$ cat config.mk
export PLATFORM = sky130hd
export DESIGN_NAME = timer_seq_ctrl
export DESIGN_NICKNAME = d
export VERILOG_FILES = /design/src/rtl/timer_pkg.sv /design/src/rtl/timer_prof_table.sv /design/src/rtl/timer_seq_ctrl.sv
export SDC_FILE = /design/constraint.sdc
export NUM_CORES = 1
export LEC_CHECK = 0
export BUFFER_PORTS_ARGS = -buffer_cell sky130_fd_sc_hd__buf_2
export CAP_MARGIN = 20
export CORE_AREA = 3 3 122 124
export CTS_BUF_LIST = sky130_fd_sc_hd__clkbuf_8
export DETAILED_ROUTE_END_ITERATION = 6
export DIE_AREA = 0 0 125 127
export PLACE_DENSITY = 0.77
export SYNTH_ARGS = -nofsm -noshare
export SYNTH_HDL_FRONTEND = slang
export SYNTH_HIERARCHICAL = 1
export SYNTH_SLANG_ARGS = --single-unit
$ cat constraint.sdc
create_clock -name i_clk -period 9.8 [get_ports i_clk]
set_input_delay 1.96 -clock i_clk [delete_from_list [all_inputs] [get_ports i_clk]]
set_output_delay 1.96 -clock i_clk [all_outputs]
set_load 0.01 [all_outputs]
$ cat src/rtl/timer_pkg.sv
// Shared definitions for the PWM timer sequencer.
//   DW          : timer data width
//   TMR_*       : timer register addresses, also used as profile field selects
//   state_e     : sequencer FSM states
package timer_pkg;

  localparam int unsigned DW = 16;

  localparam logic [1:0] TMR_MAX     = 2'd0;
  localparam logic [1:0] TMR_PWM     = 2'd1;
  localparam logic [1:0] TMR_STOP    = 2'd2;
  localparam logic [1:0] TMR_ILLEGAL = 2'd3;

  typedef enum logic [2:0] {
    ST_IDLE,
    ST_CHECK,
    ST_LOAD,
    ST_START,
    ST_WAIT_END,
    ST_WAIT_CLR,
    ST_NEXT
  } state_e;

endpackage

$ cat src/rtl/timer_prof_table.sv
// Profile table: N_ENTRY entries of {max, pwm, stop}, each DW bits.
//   clk_i    : clock
//   we_i     : write strobe (already qualified by the caller)
//   widx_i   : entry to write
//   field_i  : field to write (TMR_MAX/TMR_PWM/TMR_STOP; other codes ignored)
//   wdata_i  : write data
//   ridx_i   : entry to read (combinational)
//   max_o/pwm_o/stop_o : fields of the entry selected by ridx_i
// Contents are deliberately not reset.
module timer_prof_table
  import timer_pkg::*;
#(
  parameter int unsigned N_ENTRY = 4,
  parameter int unsigned IW      = 2,
  parameter int unsigned DW      = timer_pkg::DW
) (
  input  logic          clk_i,
  input  logic          we_i,
  input  logic [IW-1:0] widx_i,
  input  logic [1:0]    field_i,
  input  logic [DW-1:0] wdata_i,
  input  logic [IW-1:0] ridx_i,
  output logic [DW-1:0] max_o,
  output logic [DW-1:0] pwm_o,
  output logic [DW-1:0] stop_o
);

  logic [DW-1:0] max_q  [N_ENTRY];
  logic [DW-1:0] pwm_q  [N_ENTRY];
  logic [DW-1:0] stop_q [N_ENTRY];

  always_ff @(posedge clk_i) begin
    if (we_i) begin
      case (field_i)
        TMR_MAX:  max_q[widx_i]  <= wdata_i;
        TMR_PWM:  pwm_q[widx_i]  <= wdata_i;
        TMR_STOP: stop_q[widx_i] <= wdata_i;
        default:  ;
      endcase
    end
  end

  assign max_o  = max_q[ridx_i];
  assign pwm_o  = pwm_q[ridx_i];
  assign stop_o = stop_q[ridx_i];

endmodule

$ cat src/rtl/timer_seq_ctrl.sv
// Sequencer driving one PWM timer's register port from a profile table.
// Ports:
//   i_clk, i_rst_n                 : clock, async active-low reset
//   i_cfg_we/idx/field/wdata       : host profile-table write port (IDLE only)
//   i_run                          : rising edge starts, low aborts
//   i_loop, i_last_idx             : sequence shape, sampled at start
//   o_tmr_we/addr/wdata/start      : timer register port and start level
//   i_tmr_end                      : timer end flag
//   o_busy, o_step_idx             : status
//   o_step_done, o_seq_done        : completion pulses
//   o_cfg_err                      : rejected config write pulse
module timer_seq_ctrl
  import timer_pkg::*;
#(
  parameter int unsigned N_ENTRY = 4,
  parameter int unsigned IW      = 2,
  parameter int unsigned DW      = timer_pkg::DW
) (
  input  logic          i_clk,
  input  logic          i_rst_n,
  input  logic          i_cfg_we,
  input  logic [IW-1:0] i_cfg_idx,
  input  logic [1:0]    i_cfg_field,
  input  logic [DW-1:0] i_cfg_wdata,
  input  logic          i_run,
  input  logic          i_loop,
  input  logic [IW-1:0] i_last_idx,
  output logic          o_tmr_we,
  output logic [1:0]    o_tmr_addr,
  output logic [DW-1:0] o_tmr_wdata,
  output logic          o_tmr_start,
  input  logic          i_tmr_end,
  output logic          o_busy,
  output logic [IW-1:0] o_step_idx,
  output logic          o_step_done,
  output logic          o_seq_done,
  output logic          o_cfg_err
);

  state_e        state_q, state_d;
  logic          run_q;
  logic [IW-1:0] step_q, step_d;
  logic [IW-1:0] last_q, last_d;
  logic          loop_q, loop_d;
  logic [1:0]    ld_cnt_q, ld_cnt_d;
  logic          cfg_err_q;

  logic          run_rise;
  logic          busy;
  logic          cfg_ok;
  logic [DW-1:0] ent_max, ent_pwm, ent_stop;

  assign busy     = (state_q != ST_IDLE);
  assign run_rise = i_run & ~run_q;
  assign cfg_ok   = i_cfg_we & ~busy & (i_cfg_field != TMR_ILLEGAL);

  timer_prof_table #(
    .N_ENTRY (N_ENTRY),
    .IW      (IW),
    .DW      (DW)
  ) u_table (
    .clk_i   (i_clk),
    .we_i    (cfg_ok),
    .widx_i  (i_cfg_idx),
    .field_i (i_cfg_field),
    .wdata_i (i_cfg_wdata),
    .ridx_i  (step_q),
    .max_o   (ent_max),
    .pwm_o   (ent_pwm),
    .stop_o  (ent_stop)
  );

  // run_q resets high so a run level held through reset does not start a
  // sequence; a fresh low-to-high transition is required.
  always_ff @(posedge i_clk or negedge i_rst_n) begin
    if (!i_rst_n) begin
      state_q   <= ST_IDLE;
      run_q     <= 1'b1;
      step_q    <= '0;
      last_q    <= '0;
      loop_q    <= 1'b0;
      ld_cnt_q  <= '0;
      cfg_err_q <= 1'b0;
    end else begin
      state_q   <= state_d;
      run_q     <= i_run;
      step_q    <= step_d;
      last_q    <= last_d;
      loop_q    <= loop_d;
      ld_cnt_q  <= ld_cnt_d;
      cfg_err_q <= i_cfg_we & ~cfg_ok;
    end
  end

  always_comb begin
    state_d     = state_q;
    step_d      = step_q;
    last_d      = last_q;
    loop_d      = loop_q;
    ld_cnt_d    = ld_cnt_q;
    o_tmr_we    = 1'b0;
    o_tmr_addr  = '0;
    o_tmr_wdata = '0;
    o_tmr_start = 1'b0;
    o_step_done = 1'b0;
    o_seq_done  = 1'b0;

    case (state_q)
      ST_IDLE: begin
        if (run_rise) begin
          step_d  = '0;
          last_d  = i_last_idx;
          loop_d  = i_loop;
          state_d = ST_CHECK;
        end
      end
      ST_CHECK: begin
        ld_cnt_d = '0;
        state_d  = (ent_max == '0) ? ST_NEXT : ST_LOAD;
      end
      ST_LOAD: begin
        // ld_cnt_q doubles as the timer register address
        o_tmr_we   = 1'b1;
        o_tmr_addr = ld_cnt_q;
        case (ld_cnt_q)
          TMR_MAX: o_tmr_wdata = ent_max;
          TMR_PWM: o_tmr_wdata = ent_pwm;
          default: o_tmr_wdata = ent_stop;
        endcase
        if (ld_cnt_q == TMR_STOP) begin
          ld_cnt_d = '0;
          state_d  = ST_START;
        end else begin
          ld_cnt_d = ld_cnt_q + 2'd1;
        end
      end
      ST_START: begin
        o_tmr_start = 1'b1;
        state_d     = ST_WAIT_END;
      end
      ST_WAIT_END: begin
        o_tmr_start = 1'b1;
        if (i_tmr_end) state_d = ST_WAIT_CLR;
      end
      ST_WAIT_CLR: begin
        if (!i_tmr_end) begin
          o_step_done = 1'b1;
          state_d     = ST_NEXT;
        end
      end
      ST_NEXT: begin
        if (step_q != last_q) begin
          step_d  = step_q + 1'b1;
          state_d = ST_CHECK;
        end else if (loop_q) begin
          step_d  = '0;
          state_d = ST_CHECK;
        end else begin
          o_seq_done = 1'b1;
          state_d    = ST_IDLE;
        end
      end
      default: state_d = ST_IDLE;
    endcase

    // Abort: return to IDLE next cycle; completion pulses are suppressed.
    if (busy && !i_run) begin
      state_d     = ST_IDLE;
      ld_cnt_d    = '0;
      o_step_done = 1'b0;
      o_seq_done  = 1'b0;
    end
  end

  assign o_busy     = busy;
  assign o_step_idx = step_q;
  assign o_cfg_err  = cfg_err_q;

endmodule

==> results of run 1 <==
power breakdown:
| group | switching, mW | total, mW | internal [mW] |
|---|---|---|---|
| Clock | 0.319 | 0.660 | 0.341 |
| Combinational | 0.165 | 0.285 | 0.120 |
| Sequential | 0.0313 | 1.02 | 0.984 |
| Total | 0.515 | 1.96 | 1.45 |
cells in the mapped netlist (all sizes together):
master and count:
mux2i 16, a32oi 1, a211oi 1, nand2b 3, and3b 1, o21a 1, a311oi 1, a22o 3
dfstp 1, nand2 6, xor2 2, mux4 48, mux2 3, a21oi 19, nor3 6, and4b 1
and2 1, nand3b 2, clkbuf 5, nor2b 5, nor3b 3, o31ai 1, buf 15, o21ai 5
nand3 2, nor4 4, o22ai 1, a311o 1, or3b 1, inv 4, nor2 50, dfrtp 11
and3 2, nand4 1, edfxtp 192, or3 1, xnor2 1
flip-flops by register name, summed over array words and instances, names as in the netlist:
register	count
u_table/stop_q	64
o_cfg_err	1
o_step_idx	2
u_table/max_q	64
state_q	3
run_q	1
ld_cnt_q	2
u_table/pwm_q	64
last_q	2
loop_q	1
per-stage QoR:
| step | instance area, um^2 | power (mW) | hold WS [ns] | setup slack [ns] |
|---|---|---|---|---|
| 2_1_floorplan | 8170 | 1.230 | 0.4829 | 5.490 |
| 3_3_place_gp | 8675 | 1.310 | 0.5020 | 5.229 |
| 3_5_place_dp | 8675 | 1.320 | 0.4962 | 5.168 |
| 4_1_cts | 9270 | 1.978 | 0.5191 | 4.667 |
| 5_1_grt | 9270 | 2.055 | 0.5304 | 4.485 |
| 6_report | 9270 | 1.961 | 0.5276 | 4.776 |
worst max-delay path, stage by stage (launching register included):
cell     delay (ns)
dfrtp_4        0.60
buf_4          0.68
mux4_2         0.61
mux2i_1        0.16
nor2_1         0.05
a21oi_1        0.21
nor2_1         0.07
buf_2          0.15
logic make-up (layout without fill, tap and decap cells):
group,Yosys count,after routing,share of synthesized area (%)
AND/OR/NAND/NOR,89,89,5.467
AO/OA/AOI/OAI,34,34,2.481
buffers and inverters,24,132,1.731
flip-flops,204,204,74.26
XOR/XNOR,3,3,0.3217
multiplexers,67,67,15.74
final cells by class:
type	count	area, um^2
inverter	4	15.01
multi-input combinational	193	1977
fill	923	4611
timing repair buffer	69	385.4
tap	180	225.2
clock inverter	23	100.1
sequential	204	6072
clock buffer	36	495.5
routing by layer:
layer | track usage, % | up-vias | wire [um]
li1 | - | 1869 | -
met1 | 29.32 | 2150 | 6202
met2 | 33.15 | 191 | 7999
met3 | 4.222 | 35 | 1314
met4 | 8.355 | 0 | 372
met5 | 0 | - | 0
worst max path at each step:
| stage | to | slack (ns) | cells after the start |
|---|---|---|---|
| after floorplan | u_table/max_q[0][0]$_DFFE_PP_ | 5.49 | 4 |
| after detailed placement | o_step_done | 5.17 | 5 |
| after CTS | o_tmr_wdata[6] | 4.67 | 7 |
| after global placement | o_step_done | 5.23 | 5 |
| after global routing | o_tmr_wdata[6] | 4.48 | 7 |
| final | o_tmr_wdata[6] | 4.78 | 7 |
==> impl_metrics.yaml, run 1 <==
logic_synthesis:
  syn_nets: 449
  synth_cells: 421
  cell_area_after_synthesis_um2: 8170
  synth.lib_cells_used.distinct: 44
  synth_seq_area_share_pct: 74.26
  synth_largest_area_cell: "edfxtp_1"
  synth.avg_cell_area_um2: 19.41
  top_cells_by_area_synth: "edfxtp_1 71%, mux4_2 13%, dfrtp_1 3.4%"
  yosysWarnings: 6
  yosysTopAreaCellShare_pct: 70.57
  synth.ff_latch_count: 204
clock_tree:
  buffer_cell_driving_the_clock_tree_root: "clkbuf_8"
  cts-hold-fix-buffers: 0
  cts_made_buffers: 34
  insertion_delay_ns: 0.50
  cts.repair.resized: 0
  max_buffers_root_to_sink: 3
  cts.repair_timing.setup_buffer_count: 0
  htree_num_levels: 2
  cts_tree: "built"
  cts.sink_count: 204
  clkSlewWorstSetupHoldPaths_ns: 0.06
critical_path:
  worst_setup_path_start_kind: "flop"
  worstPathRequired_ns: 7.84
  worst_r2r_startpoint: "state_q[1]$_DFFE_PN0P_"
  reg2reg_slack_ns: 6.70
  timing_startpoint_of_the_critical_path: "o_step_idx[0]$_DFFE_PN0P_"
  reg2reg_depth: 6
  critical_path.endpoint_type: "output pin"
  path_class: "flop to output pin"
  worst_r2r_endpoint: "u_table/max_q[0][8]$_DFFE_PP_"
  critical_path_arrival_ns: 3.06
  path_max_fanout: 39
layout:
  antenna-diode-count: 0
  nNetsFinal: 534
  share_of_cells_above_drive_strength_1_pct: 33.08
  layout.cells.most_common_list: "192 x edfxtp_1, 53 x buf_2, 49 x nor2_1, 48 x mux4_2, 36 x clkbuf_8"
  utilization_pct: 66.78
  final_common_cell: "edfxtp_1"
  area_delta_synth_final_pct: 13.46
  finalNonFillerCells: 709
timing:
  unrepaired_setup_endpoints_after_global_routing: "false"
  relSlewSlack_pct: 49.22
  setup_total_negative_slack_ns: 0
  final-max-slew-violation-count: 0
  min_period_over_period_pct: 51.27
  timing.final.hold_violations: 0
  period_minus_slack_ns: 5.024
  worst_pin_slew_ns: 0.7617
  max_clock_freq_mhz: 199.0
  setup_viol: 0
  setup_skew_after_layout_ns: 0.01335
hold_path:
  worst_hold_path.num_cells: 1
  startpoint_of_the_tightest_hold_check_path: "loop_q$_DFFE_PN0P_"
  hold_class: "flop to flop"
  hold-path-endpoint: "loop_q$_DFFE_PN0P_"
route:
  drt_iter0_markers: 393
  drc_errors: 0
  detail_route.wl_per_cell_um: 22.41
  postRouteAntennaNets: 0
  route.detailed.vias_per_inst: 5.987
  dr_total_vias: 4245
  dr.pass1.iters: 4
  routed_wire_length_um: 15890
power:
  power.ir.vdd_worst_mv: 0.1303
  p_leak_nw: 3.139
  power.density_cell_area_nw_per_um2: 211.5
die:
  core_area_um2: 13880
  die-area_um2: 15880
  die_width_um: 125
  ioPinCount: 54
  floorplan.initialDensity_pct: 58.86
  dieHeight_um: 127
  row_count: 43
global_route:
  gr-usage-all-layers_pct: 20.91
  gr-total-overflow: 0
  number_of_global_route_vias_before_repair: 4619
  grt_pass1_wl_um: 25500
  grt_max_degree: 54
  antenna_found_initial: 0
placement:
  place.gp.congestion: 0.8345
  placedCellCount: 650
  dp.final_hpwl_um: 9254
  placement.io_buffers: 53
job:
  drv_cap: 0
outcome:
  outcome: "finished clean"
Note: power is estimated with default switching activity, not from simulation.
==> run 2: changes to the inputs <==
Settings changed: ABC_AREA set to 1, CORE_AREA 3 3 122 124 to 3 3 133 135, DIE_AREA 0 0 125 127 to 0 0 136 138.
Clock period 9.8 ns to 4.35 ns, I/O delays scaled along.
==> run 2 against run 1 <==
Combinational power increased to 5.2 times the previous value. Register-to-register slack worse by 5.1 ns. Non-clock buffer count decreased by 10. Worst hold slack lost 0.29 ns. Die area up 18%. Area after synthesis grew 15%. Final area grew 12%. Critical path depth grew 2. Largest cell class unchanged. Largest power group unchanged. Highest routed layer unchanged.
==> impl_metrics.yaml, run 2 <==
layout:
  area_delta_synth_final_pct: 10.54
  final_common_cell: "nand2_1"
  antenna-diode-count: 0
  biggestRegsByFlops: "u_table/max_q x64, u_table/pwm_q x64, u_table/stop_q x64"
  utilization_pct: 62.42
  share_of_cells_above_drive_strength_1_pct: 11.94
  layout.cells.most_common_list: "328 x nand2_1, 236 x inv_1, 192 x edfxtp_1, 123 x nand3_1, 53 x buf_2"
  nNetsFinal: 1078
timing:
  max_clock_freq_mhz: 282.7
  relSlewSlack_pct: 27.99
  timing.final.hold_violations: 0
  period_minus_slack_ns: 3.538
  unrepaired_setup_endpoints_after_global_routing: "false"
  worst_pin_slew_ns: 1.080
  setup_viol: 0
  setup_total_negative_slack_ns: 0
  min_period_over_period_pct: 81.32
  setup_skew_after_layout_ns: 0.01206
  final-max-slew-violation-count: 0
logic_synthesis:
  synth_commonest_cells: "328 x nand2_1, 226 x inv_1, 192 x edfxtp_1"
  synth_largest_area_cell: "edfxtp_1"
  cell_area_after_synthesis_um2: 9364
  post-synth-top-count-cell: "nand2_1"
  synthFlopType: "edfxtp_1"
  synth.avg_cell_area_um2: 9.430
  yosysWarnings: 6
  syn_nets: 1021
  synth_seq_area_share_pct: 64.79
  synth.ff_latch_count: 204
  top_cells_by_area_synth: "edfxtp_1 62%, nand2_1 13%, inv_1 9.1%"
  synth.lib_cells_used.distinct: 23
  asyncSetResetFlopFracSynth_pct: 5.882
  synth_cells: 993
  yosysTopAreaCellShare_pct: 61.57
  synth_enable_flop_cells: 192
die:
  row_count: 47
  dieHeight_um: 138
  die_width_um: 136
  ioPinCount: 54
  die-area_um2: 18770
  core_area_um2: 16580
  floorplan.initialDensity_pct: 56.47
critical_path:
  critPathMaxStageDelay_ns: 0.79
  cp_top_family: "buffers and inverters"
  crit_chain: "buf_4, nand2_1, nand3_1, nand2_1, nand3_1, o21ai_0, a21oi_1, inv_1, buf_2"
  worst_setup_path_start_kind: "flop"
  worstPathRequired_ns: 3.48
  critical_path.endpoint_type: "output pin"
  path_class: "flop to output pin"
  cp_slowest_cell: "buf_4"
  critical_path_arrival_ns: 2.67
  path_max_fanout: 101
  critPathBufInv: 3
clock_tree:
  cts.sink_count: 204
  cts.repair.resized: 0
  max_buffers_root_to_sink: 3
  cts-hold-fix-buffers: 0
  clkSlewWorstSetupHoldPaths_ns: 0.06
  htree_num_levels: 2
  buffer_cell_driving_the_clock_tree_root: "clkbuf_8"
  insertion_delay_ns: 0.51
  cts_made_buffers: 34
  cts_tree: "built"
  cts.repair_timing.setup_buffer_count: 0
route:
  dr_total_vias: 6740
  route.detailed.vias_per_inst: 5.217
  detail_route.wl_per_cell_um: 17.21
  drt_iter0_markers: 729
  postRouteAntennaNets: 0
  dr.pass1.iters: 6
  drc_errors: 0
  routed_wire_length_um: 22230
global_route:
  grt_max_degree: 102
  grt_pass1_wl_um: 34460
  gr-usage-all-layers_pct: 23.93
  gr-total-overflow: 0
  number_of_global_route_vias_before_repair: 6468
  antenna_found_initial: 0
outcome:
  outcome: "finished clean"
job:
  drv_cap: 0
hold_path:
  hold_class: "primary input to async pin"
placement:
  placement.io_buffers: 53
  dp.final_hpwl_um: 13730
  place.gp.congestion: 0.9340
power:
  power.density_cell_area_nw_per_um2: 512.2
  power.ir.vdd_worst_mv: 0.3562
  p_leak_nw: 4.894
-- run 2: power breakdown --
| group | total, mW | internal [mW] | switching, mW |
|---|---|---|---|
| Sequential | 2.28 | 2.22 | 0.0621 |
| Clock | 1.54 | 0.824 | 0.716 |
| Combinational | 1.48 | 0.405 | 1.07 |
| Total | 5.30 | 3.45 | 1.85 |
-- run 2: logic make-up after synthesis --
family / count (synthesis) / synth area share (%)
and+or+nand+nor: 498 / 21.98
buffers and inverters: 271 / 12.03
DFF: 204 / 64.79
AOI/OAI and AO/OA: 19 / 1.109
xor gates and xnor gates: 1 / 0.09355
-- run 2: per-layer routing --
layer / GRT usage [%] / up-vias / wire length, um
li1: - / 3198 / -
met1: 34.11 / 3171 / 9244
met2: 36.22 / 319 / 10330
met3: 4.797 / 52 / 1930
met4: 9.973 / 0 / 722
met5: 0 / - / 0
-- run 2: worst reg2reg max path, delay by kind of cell, from the launching register on --
kind               cells  cell delay [ns]
and+or+nand+nor        4             1.48
AOI/OAI and AO/OA      1             0.38
DFF                    1             0.52
-- run 2: path summary, 6_finish.rpt --
check	endpoint	cells after the start	start	slack, ns
setup / recovery	o_tmr_wdata[7]	9	o_step_idx[0]$_DFFE_PN0P_	0.81
hold / removal	o_step_idx[0]$_DFFE_PN0P_	1	i_rst_n	0.24
hold reg to reg	loop_q$_DFFE_PN0P_	2	loop_q$_DFFE_PN0P_	0.55
max in group asynchronous	run_q$_DFF_PN1_	1	i_rst_n	3.83
min in group i_clk	run_q$_DFF_PN1_	1	i_run	0.49
setup reg to reg	u_table/pwm_q[0][7]$_DFFE_PP_	5	state_q[0]$_DFFE_PN0P_	1.59
-- run 2: per-stage QoR --
step	cells	power (mW)	hold WS [ns]	area [um^2]	setup WS [ns]
floorplan	993	3.401	0.5007	9364	1.787
finish	1292	5.302	0.2372	10350	0.8124
global placement	1234	3.742	0.5190	9733	1.405
global route	1292	5.595	0.2446	10350	0.6276
detailed placement	1234	3.771	0.5323	9733	1.373
CTS	1292	5.315	0.2244	10350	0.8659
-- run 2: final cells by class --
type | count | area (um^2)
clock inverters | 22 | 122.6
inverters | 233 | 877.1
multi-input cells | 518 | 2201
fillers | 1345 | 6232
flip-flops and latches | 204 | 6070
clock buffers | 36 | 495.5
well taps | 220 | 275.3
repair buffers | 59 | 310.3
==> run 3: changes to the inputs <==
Clock period 4.35 ns to 3.2 ns, I/O delays scaled along.
==> run 3 against run 2 <==
Register-to-register slack got worse by 0.91 ns. Largest power group unchanged. Flip-flop and latch count unchanged. Sequential power is 36% higher. Critical path depth unchanged. First-iteration DRC count shrank 8.0%. Final area up 0.77%. Critical endpoint is now o_tmr_wdata[0]. Worst hold slack worse by 0.014 ns. Largest cell class unchanged. Via count fell by 2.3%.
==> impl_metrics.yaml, run 3 (synthesis gave the netlist of run 2 again) <==
timing:
  timing.hold.ws_ns: 0.2235
  timing.final.hold_violations: 0
  setup_viol: 0
  relSlewSlack_pct: 55.42
  final-max-slew-violation-count: 0
  setup_total_negative_slack_ns: 0
  period_minus_slack_ns: 2.924
  unrepaired_setup_endpoints_after_global_routing: "false"
  setup_skew_after_layout_ns: 0.009284
  finalWorstSetupSlack_ns: 0.2762
  min_period_over_period_pct: 91.37
  max_clock_freq_mhz: 342.0
  worst_pin_slew_ns: 0.6688
placement:
  post_placement_worst_setup_slack_ns: 0.6824
  placement.io_buffers: 53
  postPlaceCellArea_um2: 9886
  place.gp.congestion: 0.7940
  dp.final_hpwl_um: 12490
  placedCellCount: 1251
global_route:
  gr-total-overflow: 0
  grtUsageMet1_pct: 28.53
  grt_max_degree: 92
  number_of_global_route_vias_before_repair: 6321
  grt_util_met2_pct: 37.76
  antenna_found_initial: 1
  use_met3_pct: 3.561
  grt_pass1_wl_um: 32520
  gr-usage-all-layers_pct: 22.04
  grt-busiest-layer: "met2"
die:
  core_area_um2: 16580
  floorplan.initialDensity_pct: 56.47
  dieHeight_um: 138
  row_count: 47
  ioPinCount: 54
  die-area_um2: 18770
  die_width_um: 136
clock_tree:
  htree_num_levels: 1
  cts.repair.resized: 0
  cts-hold-fix-buffers: 1
  cts.sink_count: 204
  cts_made_buffers: 31
  cts_tree: "built"
  buffer_cell_driving_the_clock_tree_root: "clkbuf_8"
  cts.repair_timing.setup_buffer_count: 0
  clkSlewWorstSetupHoldPaths_ns: 0.06
  insertion_delay_ns: 0.56
  max_buffers_root_to_sink: 3
critical_path:
  path_max_fanout: 48
  reg2reg_depth: 6
  path_class: "flop to output pin"
  worst_r2r_endpoint: "u_table/stop_q[2][8]$_DFFE_PP_"
  worstPathRequired_ns: 2.56
  worst_r2r_startpoint: "state_q[0]$_DFFE_PN0P_"
  worst_setup_path_start_kind: "flop"
  critical_path.endpoint_type: "output pin"
  reg2reg_slack_ns: 0.68
  critical_path_arrival_ns: 2.28
power:
  power_mw: 6.916
  power.ir.vdd_worst_mv: 0.7842
  power.density_cell_area_nw_per_um2: 663.0
  p_leak_nw: 4.961
layout:
  nNetsFinal: 1093
  utilization_pct: 62.90
  layout.cells.most_common_list: "328 x nand2_1, 234 x inv_1, 192 x edfxtp_1, 123 x nand3_1, 53 x buf_2"
  finalNonFillerCells: 1309
  biggestRegsByFlops: "u_table/max_q x64, u_table/pwm_q x64, u_table/stop_q x64"
  final_common_cell: "nand2_1"
  design_area_um2: 10430
  share_of_cells_above_drive_strength_1_pct: 13.04
  fill_cells: 1348
  antenna-diode-count: 0
  area_delta_synth_final_pct: 11.40
outcome:
  outcome: "finished clean"
hold_path:
  startpoint_of_the_tightest_hold_check_path: "i_run"
  hold-path-endpoint: "run_q$_DFF_PN1_"
  worst_hold_path.num_cells: 1
  hold_class: "primary input to flop"
route:
  dr_total_vias: 6584
  postRouteAntennaNets: 0
  drc_errors: 0
  drt_iter0_markers: 671
  detail_route.wl_per_cell_um: 15.61
  dr.pass1.iters: 7
  route.detailed.vias_per_inst: 5.030
  routed_wire_length_um: 20430
job:
  drv_cap: 0
==> run 3: how the worst max path moves through the flow <==
stage                                          from  slack (ns)                               to
after detailed placement             i_cfg_field[0]        0.68  u_table/stop_q[2][11]$_DFFE_PP_
after global routing      o_step_idx[0]$_DFFE_PN0P_        0.08                   o_tmr_wdata[7]
final                     o_step_idx[1]$_DFFE_PN0P_        0.28                   o_tmr_wdata[0]
after floorplan                            i_cfg_we        0.87    u_table/max_q[0][0]$_DFFE_PP_
after CTS                 o_step_idx[0]$_DFFE_PN0P_        0.28                   o_tmr_wdata[7]
after global placement               i_cfg_field[0]        0.81  u_table/stop_q[2][10]$_DFFE_PP_
==> run 3: final cells by class <==
class,instances,area (um^2),area share [%]
multi-input combinational,518,2201,21.10
clock buffer,31,426.7,4.090
sequential,204,6070,58.19
timing repair buffer,77,473.0,4.534
inverter,233,877.1,8.408
clock inverter,26,108.9,1.044
tap,220,275.3,2.639
==> run 3: power by group <==
part | internal, mW | total (mW) | switching (mW)
Sequential | 3.02 | 3.10 | 0.0885
Combinational | 0.580 | 1.96 | 1.38
Clock | 0.901 | 1.85 | 0.947
==> run 3: layer usage <==
| metal | part of all wire [%] | up-vias | wire [um] |
|---|---|---|---|
| met5 | 0.064 | - | 13 |
| li1 | - | 3230 | - |
| met2 | 50 | 233 | 10290 |
| met1 | 40 | 3070 | 8156 |
| met3 | 6.9 | 49 | 1408 |
| met4 | 2.7 | 2 | 561 |
==> run 3: critical path: stages (launching register included) <==
cell and delay [ns]:
dfrtp_2 0.40, inv_1 0.05, buf_4 0.50, nand3_1 0.18
nand2_1 0.16, nand2_1 0.08, nand3_1 0.09, nand2_1 0.06
inv_1 0.06, buf_2 0.13
